===== config.mk =====
export PLATFORM = sky130hd
export DESIGN_NAME = tomasulo_cdb_arb
export DESIGN_NICKNAME = d
export VERILOG_FILES = /design/src/rtl/tomasulo_pkg.sv /design/src/rtl/tomasulo_rr_arb.sv /design/src/rtl/tomasulo_cdb_arb.sv
export SDC_FILE = /design/constraint.sdc
export NUM_CORES = 1
export LEC_CHECK = 0
export CAP_MARGIN = 15
export CORE_MARGIN = 3
export CORE_UTILIZATION = 40
export CTS_CLUSTER_DIAMETER = 80
export DETAILED_ROUTE_END_ITERATION = 10
export HOLD_SLACK_MARGIN = 0.03
export PLACE_DENSITY = 0.88
export SLEW_MARGIN = 20
export SYNTH_ARGS = -nofsm -noshare
export SYNTH_HDL_FRONTEND = slang
export SYNTH_SLANG_ARGS = --single-unit

===== constraint.sdc =====
create_clock -name clk -period 3 [get_ports clk]
set_input_delay 0.3 -clock clk [delete_from_list [all_inputs] [get_ports clk]]
set_output_delay 0.3 -clock clk [all_outputs]
set_load 0.1 [all_outputs]

===== src/rtl/tomasulo_pkg.sv =====
// Shared CDB types: tags, data words, the broadcast record and the writeback slot schedule.
// Slot owner REQ_N denotes the long-latency external unit.
package tomasulo_pkg;

  localparam int CDB_REQ_N     = 4;
  localparam int CDB_LATENCY_N = 2;
  localparam int TAG_W         = 6;
  localparam int WORD_W        = 32;
  localparam int OWNER_W       = $clog2(CDB_REQ_N + 1);

  typedef logic [TAG_W-1:0]  tag_t;
  typedef logic [WORD_W-1:0] word_t;

  typedef struct packed {
    logic  vld;
    tag_t  tag;
    word_t wdata;
  } cdb_t;

  typedef logic [CDB_LATENCY_N:0] sch_t;

  typedef struct packed {
    logic               vld;
    logic [OWNER_W-1:0] owner;
  } cdb_slot_t;

  function automatic cdb_slot_t mk_slot(input int owner);
    cdb_slot_t s;
    s.vld   = 1'b1;
    s.owner = OWNER_W'(owner);
    return s;
  endfunction

endpackage


===== src/rtl/tomasulo_rr_arb.sv =====
// Round-robin one-hot arbiter, combinational grant; pointer advances past the winner.
// With en low no grant is issued and the pointer holds.
module tomasulo_rr_arb #(
  parameter int REQ_N = 4,
  parameter int PTR_W = (REQ_N > 1) ? $clog2(REQ_N) : 1
) (
  input  logic             clk,
  input  logic             rst,
  input  logic [REQ_N-1:0] req,
  input  logic             en,
  output logic [REQ_N-1:0] gnt,
  output logic             gnt_vld,
  output logic [PTR_W-1:0] gnt_idx
);

  logic [PTR_W-1:0] ptr_r;
  logic [PTR_W-1:0] idx;

  // Scan from the pointer upward, wrapping; the first requester found wins.
  always_comb begin
    gnt     = '0;
    gnt_vld = 1'b0;
    gnt_idx = '0;
    idx     = '0;
    for (int i = 0; i < REQ_N; i++) begin
      idx = PTR_W'((int'(ptr_r) + i) % REQ_N);
      if (en && !gnt_vld && req[idx]) begin
        gnt_vld = 1'b1;
        gnt_idx = idx;
      end
    end
    if (gnt_vld) gnt[gnt_idx] = 1'b1;
  end

  always_ff @(posedge clk or posedge rst) begin
    if (rst) begin
      ptr_r <= '0;
    end else if (gnt_vld) begin
      ptr_r <= PTR_W'((int'(gnt_idx) + 1) % REQ_N);
    end
  end

endmodule


===== src/rtl/tomasulo_cdb_arb.sv =====
// CDB owner: books writeback slots for stations (fixed latency) and the external unit (depth d),
// then broadcasts each owner's writeback one cycle after it lands; protocol slips set sticky err_r.
module tomasulo_cdb_arb
  import tomasulo_pkg::*;
#(
  parameter int REQ_N     = CDB_REQ_N,
  parameter int LATENCY_N = CDB_LATENCY_N
) (
  input  logic                            clk,
  input  logic                            rst,
  input  logic [REQ_N-1:0]                cdb_req,
  output logic [REQ_N-1:0]                cdb_gnt,
  input  logic                            rsv_vld,
  input  logic [$clog2(LATENCY_N+2)-1:0]  rsv_dly,
  output logic                            rsv_ack,
  input  logic [REQ_N:0]                  wb_vld,
  input  tag_t                            wb_tag   [REQ_N+1],
  input  word_t                           wb_wdata [REQ_N+1],
  output sch_t                            sch_r,
  output cdb_t                            cdb_r,
  output logic                            err_r
);

  localparam int PTR_W = (REQ_N > 1) ? $clog2(REQ_N) : 1;

  cdb_slot_t          slot_r   [LATENCY_N+1];
  cdb_slot_t          slot_nxt [LATENCY_N+1];
  int                 dly;
  logic               d_legal;
  logic               d_free;
  logic               rsv_at_lat;
  logic               gnt_en;
  logic               gnt_vld;
  logic [PTR_W-1:0]   gnt_idx;
  logic [OWNER_W-1:0] own;
  logic               wb_hit;
  logic               wb_miss;
  logic               stray;
  logic               err_set;

  always_comb begin
    sch_r = '0;
    for (int k = 0; k <= LATENCY_N; k++) sch_r[k] = slot_r[k].vld;
  end

  // Depth LATENCY_N+1 targets the slot that is empty after the shift, so it never conflicts.
  always_comb begin
    dly     = int'(rsv_dly);
    d_legal = (dly >= 1) && (dly <= LATENCY_N + 1);
    d_free  = 1'b1;
    for (int k = 1; k <= LATENCY_N; k++) begin
      if (dly == k && slot_r[k].vld) d_free = 1'b0;
    end
    rsv_ack    = rsv_vld && d_legal && d_free;
    rsv_at_lat = rsv_ack && (dly == LATENCY_N);
    gnt_en     = (|cdb_req) && !slot_r[LATENCY_N].vld && !rsv_at_lat;
  end

  tomasulo_rr_arb #(
    .REQ_N (REQ_N),
    .PTR_W (PTR_W)
  ) u_rr_arb (
    .clk     (clk),
    .rst     (rst),
    .req     (cdb_req),
    .en      (gnt_en),
    .gnt     (cdb_gnt),
    .gnt_vld (gnt_vld),
    .gnt_idx (gnt_idx)
  );

  // Shift first, then drop in new bookings; the checks above guarantee their targets are empty.
  always_comb begin
    for (int k = 0; k < LATENCY_N; k++) slot_nxt[k] = slot_r[k+1];
    slot_nxt[LATENCY_N] = '0;
    if (rsv_ack) begin
      for (int k = 0; k <= LATENCY_N; k++) begin
        if (dly == k + 1) slot_nxt[k] = mk_slot(REQ_N);
      end
    end
    if (gnt_vld) slot_nxt[LATENCY_N-1] = mk_slot(int'(gnt_idx));
  end

  always_comb begin
    own     = slot_r[0].owner;
    wb_hit  = slot_r[0].vld && wb_vld[own];
    wb_miss = slot_r[0].vld && !wb_vld[own];
    stray   = 1'b0;
    for (int j = 0; j <= REQ_N; j++) begin
      if (wb_vld[j] && !(slot_r[0].vld && int'(own) == j)) stray = 1'b1;
    end
    err_set = stray || wb_miss || (rsv_vld && !d_legal);
  end

  always_ff @(posedge clk or posedge rst) begin
    if (rst) begin
      for (int k = 0; k <= LATENCY_N; k++) slot_r[k] <= '0;
      cdb_r <= '0;
      err_r <= 1'b0;
    end else begin
      for (int k = 0; k <= LATENCY_N; k++) slot_r[k] <= slot_nxt[k];
      cdb_r.vld <= wb_hit;
      if (wb_hit) begin
        cdb_r.tag   <= wb_tag[own];
        cdb_r.wdata <= wb_wdata[own];
      end
      if (err_set) err_r <= 1'b1;
    end
  end

endmodule


* After elaboration in Yosys (flattened, before gate mapping)
Index checks and enable logic that the tools add are counted.
** Operators by class
- $add $sub $neg :: 4
- Magnitude comparators :: 9
- Equal/unequal tests :: 7
- Mux-type cells :: 39
- Bitwise logic cells :: 1
- Reduce and logical (&&, ||, !) cells :: 44
** Operator list (count)
- 32-bit binary-select mux with 3-bit select :: 1
- 32-bit 2-to-1 mux :: 2
- 1-bit logical AND :: 28
- 4-bit 2-to-1 mux :: 5
- 6-bit binary-select mux with 3-bit select :: 1
- 1-bit 2-to-1 mux :: 17
- 2-bit by 3-bit < comparator with 1-bit output, second input constant :: 5
- 1-bit zero test :: 12
- 12-bit 2-to-1 mux :: 1
- 6-bit 2-to-1 mux :: 2
- 3-bit == test, second input constant :: 3
- 1-bit binary-select mux with 2-bit select :: 4
- 2-bit 2-to-1 mux :: 4
- 2-bit by 1-bit adder with 2-bit output, second input constant :: 2
- 2-bit adder, second input constant :: 2
- 2-bit == test, second input constant :: 2
- 2-bit by 1-bit >= comparator with 1-bit output, second input constant :: 2
- 4-bit >= comparator, second input constant :: 1
- 3-bit by 4-bit < comparator with 1-bit output, second input constant :: 1
- 3-bit inverter with 4-bit output :: 1
- 4-bit OR reduction :: 1
- 1-bit binary-select mux with 3-bit select :: 1
- 3-bit by 2-bit == test with 1-bit output, second input constant :: 1
- 3-bit zero test :: 1
- other kinds (3) :: 4
** Word-level totals
- Bits in registers :: 54
- Input port bits :: 204
- Output and inout bits :: 48
- Logic and storage cells :: 115

* Depth between registers and ports, before layout
Gate-level depths: netlist of the first run.
- Depth after elaboration :: 27
- Mapped depth :: 7
- Gate-level depth less buffers :: 6

* By module
From an unflattened synthesis of the first run, not the netlist that was laid out.
** Unflattened totals
- Cells, all modules :: 449
- Area, all modules :: 4129.0 um^2
** By module, submodules not included
- tomasulo_cdb_arb :: instances 1, cells each 396, area each 3697.3 um^2, seq. area each 1226.2 um^2
- tomasulo_rr_arb :: instances 1, cells each 53, area each 431.7 um^2, seq. area each 50.0 um^2

* Least setup slack after synthesis of the first run
No wires, ideal clock.
- Kind :: reg2out
- From :: register sch_r[1] (netlist name)
- To :: output rsv_ack
- Arrival time :: 2.697 ns
- Required time :: 2.700 ns
- Path slack :: 0.003 ns
- Stages on the path, launching flop included :: 3
- Buffers on the path :: 0
- Cell sequence :: dfrtp_1 > nand2b_1 > a21boi_0
** Between the ends
- Cells in the longest elaborated chain, start to end :: 4
** Ends and longest elaborated chain
- 1-bit logical AND :: line tomasulo_cdb_arb.sv:52 : if (dly == k && slot_r[k].vld) d_free = 1'b0;
- 1-bit 2-to-1 mux (2 in series) :: line tomasulo_cdb_arb.sv:52
- 1-bit logical AND :: line tomasulo_cdb_arb.sv:54 : rsv_ack = rsv_vld && d_legal && d_free;
- to (decl) :: line tomasulo_cdb_arb.sv:15 : output logic rsv_ack,
No other way between the ends.

* Worst setup path in the final report of the first run
- From :: input rsv_dly[0]
- To :: output cdb_gnt[1]
** Between the ends
- Cells in the longest elaborated chain, start to end :: 27
- Elaborated cells between the ends (all ways) :: 36
- Those cells by class :: 3 x order compare; 2 x eq/ne; 13 x mux; 18 x reduce/logical
** Ends and longest elaborated chain
- from (decl) :: line tomasulo_cdb_arb.sv:14 : input logic [$clog2(LATENCY_N+2)-1:0] rsv_dly,
- 2-bit == test :: line tomasulo_cdb_arb.sv:52
- 1-bit logical AND :: line tomasulo_cdb_arb.sv:52
- 1-bit 2-to-1 mux (2 in series) :: line tomasulo_cdb_arb.sv:52
- 1-bit logical AND :: line tomasulo_cdb_arb.sv:54
- 1-bit logical AND (*) :: line tomasulo_cdb_arb.sv:55 : rsv_at_lat = rsv_ack && (dly == LATENCY_N);
- 1-bit zero test (*) :: line tomasulo_cdb_arb.sv:56 : gnt_en = (|cdb_req) && !slot_r[LATENCY_N].vld && !rsv_at_lat;
- 1-bit logical AND (*) :: line tomasulo_cdb_arb.sv:56
- 1-bit logical AND :: line tomasulo_rr_arb.sv:27 : if (en && !gnt_vld && req[idx]) begin
- [9 not listed]
- 1-bit zero test :: line tomasulo_rr_arb.sv:27
- 1-bit logical AND (2 in series) :: line tomasulo_rr_arb.sv:27
- 2-bit 2-to-1 mux :: line tomasulo_rr_arb.sv:27
- 2-bit by 3-bit < comparator with 1-bit output (not written as such) or 2-bit by 1-bit >= comparator with 1-bit output (tied branches) :: line tomasulo_rr_arb.sv:32 : if (gnt_vld) gnt[gnt_idx] = 1'b1;
- 1-bit logical AND (not written as such) :: line tomasulo_rr_arb.sv:32
- 1-bit 2-to-1 mux (not written as such) :: line tomasulo_rr_arb.sv:32
- 1-bit demux with 2-bit select
- 4-bit 2-to-1 mux (*) :: line tomasulo_rr_arb.sv:32
- to (decl) :: line tomasulo_cdb_arb.sv:12 : output logic [REQ_N-1:0] cdb_gnt,
Mark *: on every way between the ends. The rest lies on a longest branch, timed or not.

==> flow_metrics.py, run 1 <==
metrics = {
    "outcome": {
        "status": "completed",
    },
    "timing": {
        "fmax_mhz": 359.2,
        "skew_ns": 0.006732,
        "drv_slew": 0,
        "rsz0062_at_grt": "false",
        "fin_crit_sh_pct": 92.80,
        "setup_ws_ns": 0.2159,
        "worst_pin_slew_ns": 0.9968,
        "slew_headroom_pct": 33.40,
        "tns_ns": 0,
        "setup_viol_count_final": 0,
        "period_needed_ns": 2.784,
        "hold_viol_final": 0,
    },
    "floorplanning": {
        "core_area_mm2": 0.009284,
        "start_util_pct": 41.29,
        "die_h_um": 103.9,
        "die-area_mm2": 0.01080,
        "rows": 35,
        "dieWidth_um": 103.9,
        "io_pins": 252,
    },
    "clock_network": {
        "cts_buffers": 5,
        "post_cts_resize_count": 0,
        "post-cts-setup-buffer-count": 0,
        "cts_tree": "built",
        "clk_pin_slew_ns": 0.09,
        "cts_hold_buffers": 0,
        "clock_latency_ns": 0.29,
        "h-tree-depth": 2,
        "clockRootBuffer": "clkbuf_8",
        "cts_sinks": 51,
        "clockBufferDepth": 2,
    },
    "finish": {
        "final_nets": 872,
        "drive_above_1_share_pct": 11.28,
        "fillers": 747,
        "multi_input_area_mm2": 0.002321,
        "diodes": 0,
        "area_growth_pct": 66.97,
        "regArea_mm2": 0.001282,
    },
    "global_routing": {
        "grt_max_degree": 48,
        "grt_pass1_vias": 4179,
        "antenna_found_initial": 0,
        "grt_pass1_wl_um": 21470,
        "globalRouteOverflowTotal": 0,
        "grt_util_all_layers_pct": 24.17,
    },
    "critical_path": {
        "cp_max_fo": 5,
        "arrival_ns": 2.48,
        "cp.required_ns": 2.70,
        "end_kind": "output pin",
        "crit_path_top_delay_cell": "or4_1",
        "critPathBufInv": 3,
        "crit_chain": "clkdlybuf4s50_1, nor2b_1, a21oi_1, inv_1, or4_1, ha_1, and2_1, buf_12",
        "crit_family": "simple AND/OR/NAND/NOR gates",
        "cp-start-kind": "input port",
        "cp.depth": 8,
        "crit_type": "in2out",
        "reg2regPathDepth": 4,
        "crit_path_max_incr_delay_ns": 0.59,
    },
    "synthesis": {
        "syn_nets": 648,
        "netlist_instances": 440,
        "synthDominantCellAreaShare_pct": 33.29,
        "synth_top_area_cell": "dfrtp_1",
        "synthArstFlopShare_pct": 100.0,
        "synth_cell_types": 35,
        "ys_seq_elements": 51,
        "synth.area.top_cells": "dfrtp_1, mux2i_1, o21ai_0",
        "yosysWarningCount": 0,
        "synth_edf_count": 0,
        "yosysSeqAreaShare_pct": 33.29,
        "synth_area_mm2": 0.003834,
        "syn_area_per_cell_um2": 8.713,
        "ys.flop_type": "dfrtp_1",
    },
    "placement": {
        "numPortBuffers": 251,
        "hpwl_um": 10710,
        "place_congestion": 0.8592,
        "pre_cts_slack_ns": 0.2407,
    },
    "drt": {
        "wirelength_um": 13460,
        "avgViaCountPerCell": 5.324,
        "drt_iter0_markers": 183,
        "dr_total_vias": 4227,
        "dr.pass1.iters": 4,
        "route.detailed.drc": 0,
        "drtAntennaViolNets": 0,
        "routedWlPerCell_um": 16.95,
    },
    "worst_hold_path": {
        "hold_path_depth": 1,
        "hold_class": "reg2reg",
    },
    "power": {
        "ir_drop_mv": 0.6149,
        "leakagePower_nw": 2.579,
        "powerDensity_mw_per_mm2": 966.2,
    },
    "job": {
        "max_cap_viol_count": 0,
    },
}
final timing paths:
kind	startpoint	endpoint	slack [ns]
worst max-delay path	rsv_dly[0]	cdb_gnt[1]	0.22
worst min-delay path	slot_r[6]	own[2]	0.45
worst min register to register	slot_r[6]	own[2]	0.45
worst max register to register	own[2]	cdb_r[6]	0.78
max in group asynchronous	rst	cdb_r[38]	1.91
min in group asynchronous	rst	cdb_r[7]	0.46
cell families (layout without fill, tap and decap cells):
family                   count (synthesis)  after routing  synth area share [%]
adder cells (fa/ha/maj)                  4              4                 1.306
multiplexers                            78             78                 20.72
buffers and inverters                   48            273                 6.364
AO/OA/AOI/OAI                          177            177                 28.39
AND/OR/NAND/NOR                         82             82                 9.922
flip-flops                              51             51                 33.29
routing by layer:
layer  vias up  share of wire, %  track usage [%]
met5         -                 0                0
met4         0               1.5            5.603
met3        18               6.9            5.773
met2       176                52            42.80
met1      1965                40            29.73
li1       2068                 -                -
cell type report:
cell class | count | area share, %
clock buffer | 8 | 1.564
inverter | 5 | 0.2932
multi-input combinational | 341 | 36.26
sequential | 51 | 20.04
tap | 129 | 2.522
timing repair buffer | 260 | 39.33
report_power, final:
group | internal (mW) | total [mW] | switching, mW
registers | 0.996 | 1.29 | 0.292
logic | 1.33 | 4.47 | 3.14
clock network | 0.211 | 0.427 | 0.216
synthesized netlist by cell type, drive strengths merged, types with 4 or more instances:
cell       n
a21oi      8
and2       5
buf       22
clkbuf    21
dfrtp     51
ha         4
inv        5
mux2i     76
nand2     45
nor2      11
nor2b      7
nor4       4
o21ai    119
o2bb2ai   38
placed cells by master (no fill, tap or decap), types with 5 or more instances in the layout:
master	count
nand2_1	45
clkbuf_8	7
o21ai_0	117
nor2b_1	6
buf_4	50
clkdlybuf4s50_1	206
o2bb2ai_1	38
a21oi_1	8
dfrtp_1	48
nor2_1	11
mux2i_1	76
and2_1	5
flip-flops by register name, summed over array words and instances, names as in the netlist:
register / cells
cdb_r: 39
err_r: 1
own: 3
sch_r: 2
slot_r: 4
u_rr_arb.ptr_r: 2
per-stage QoR:
stage          utilization, %  cell area [µm²]  hold WS [ns]  instances  power (mW)
6_report                68.95             6401        0.4465        794       6.185
5_1_grt                 68.95             6401        0.4647        794       6.529
4_1_cts                 68.95             6401        0.4450        794       6.221
3_5_place_dp            67.87             6301        0.4240        786       5.792
3_3_place_gp            67.87             6301        0.4193        786       5.695
2_1_floorplan               -             3834        0.4133        440       4.660
Power figures use the tool's default switching activity.
==> run 2, diff against run 1 <==
CAP_MARGIN = 20   (was 15)
==> results of run 2 <==
Same layout as run 1: the final DEF is identical, and so are final timing and power.
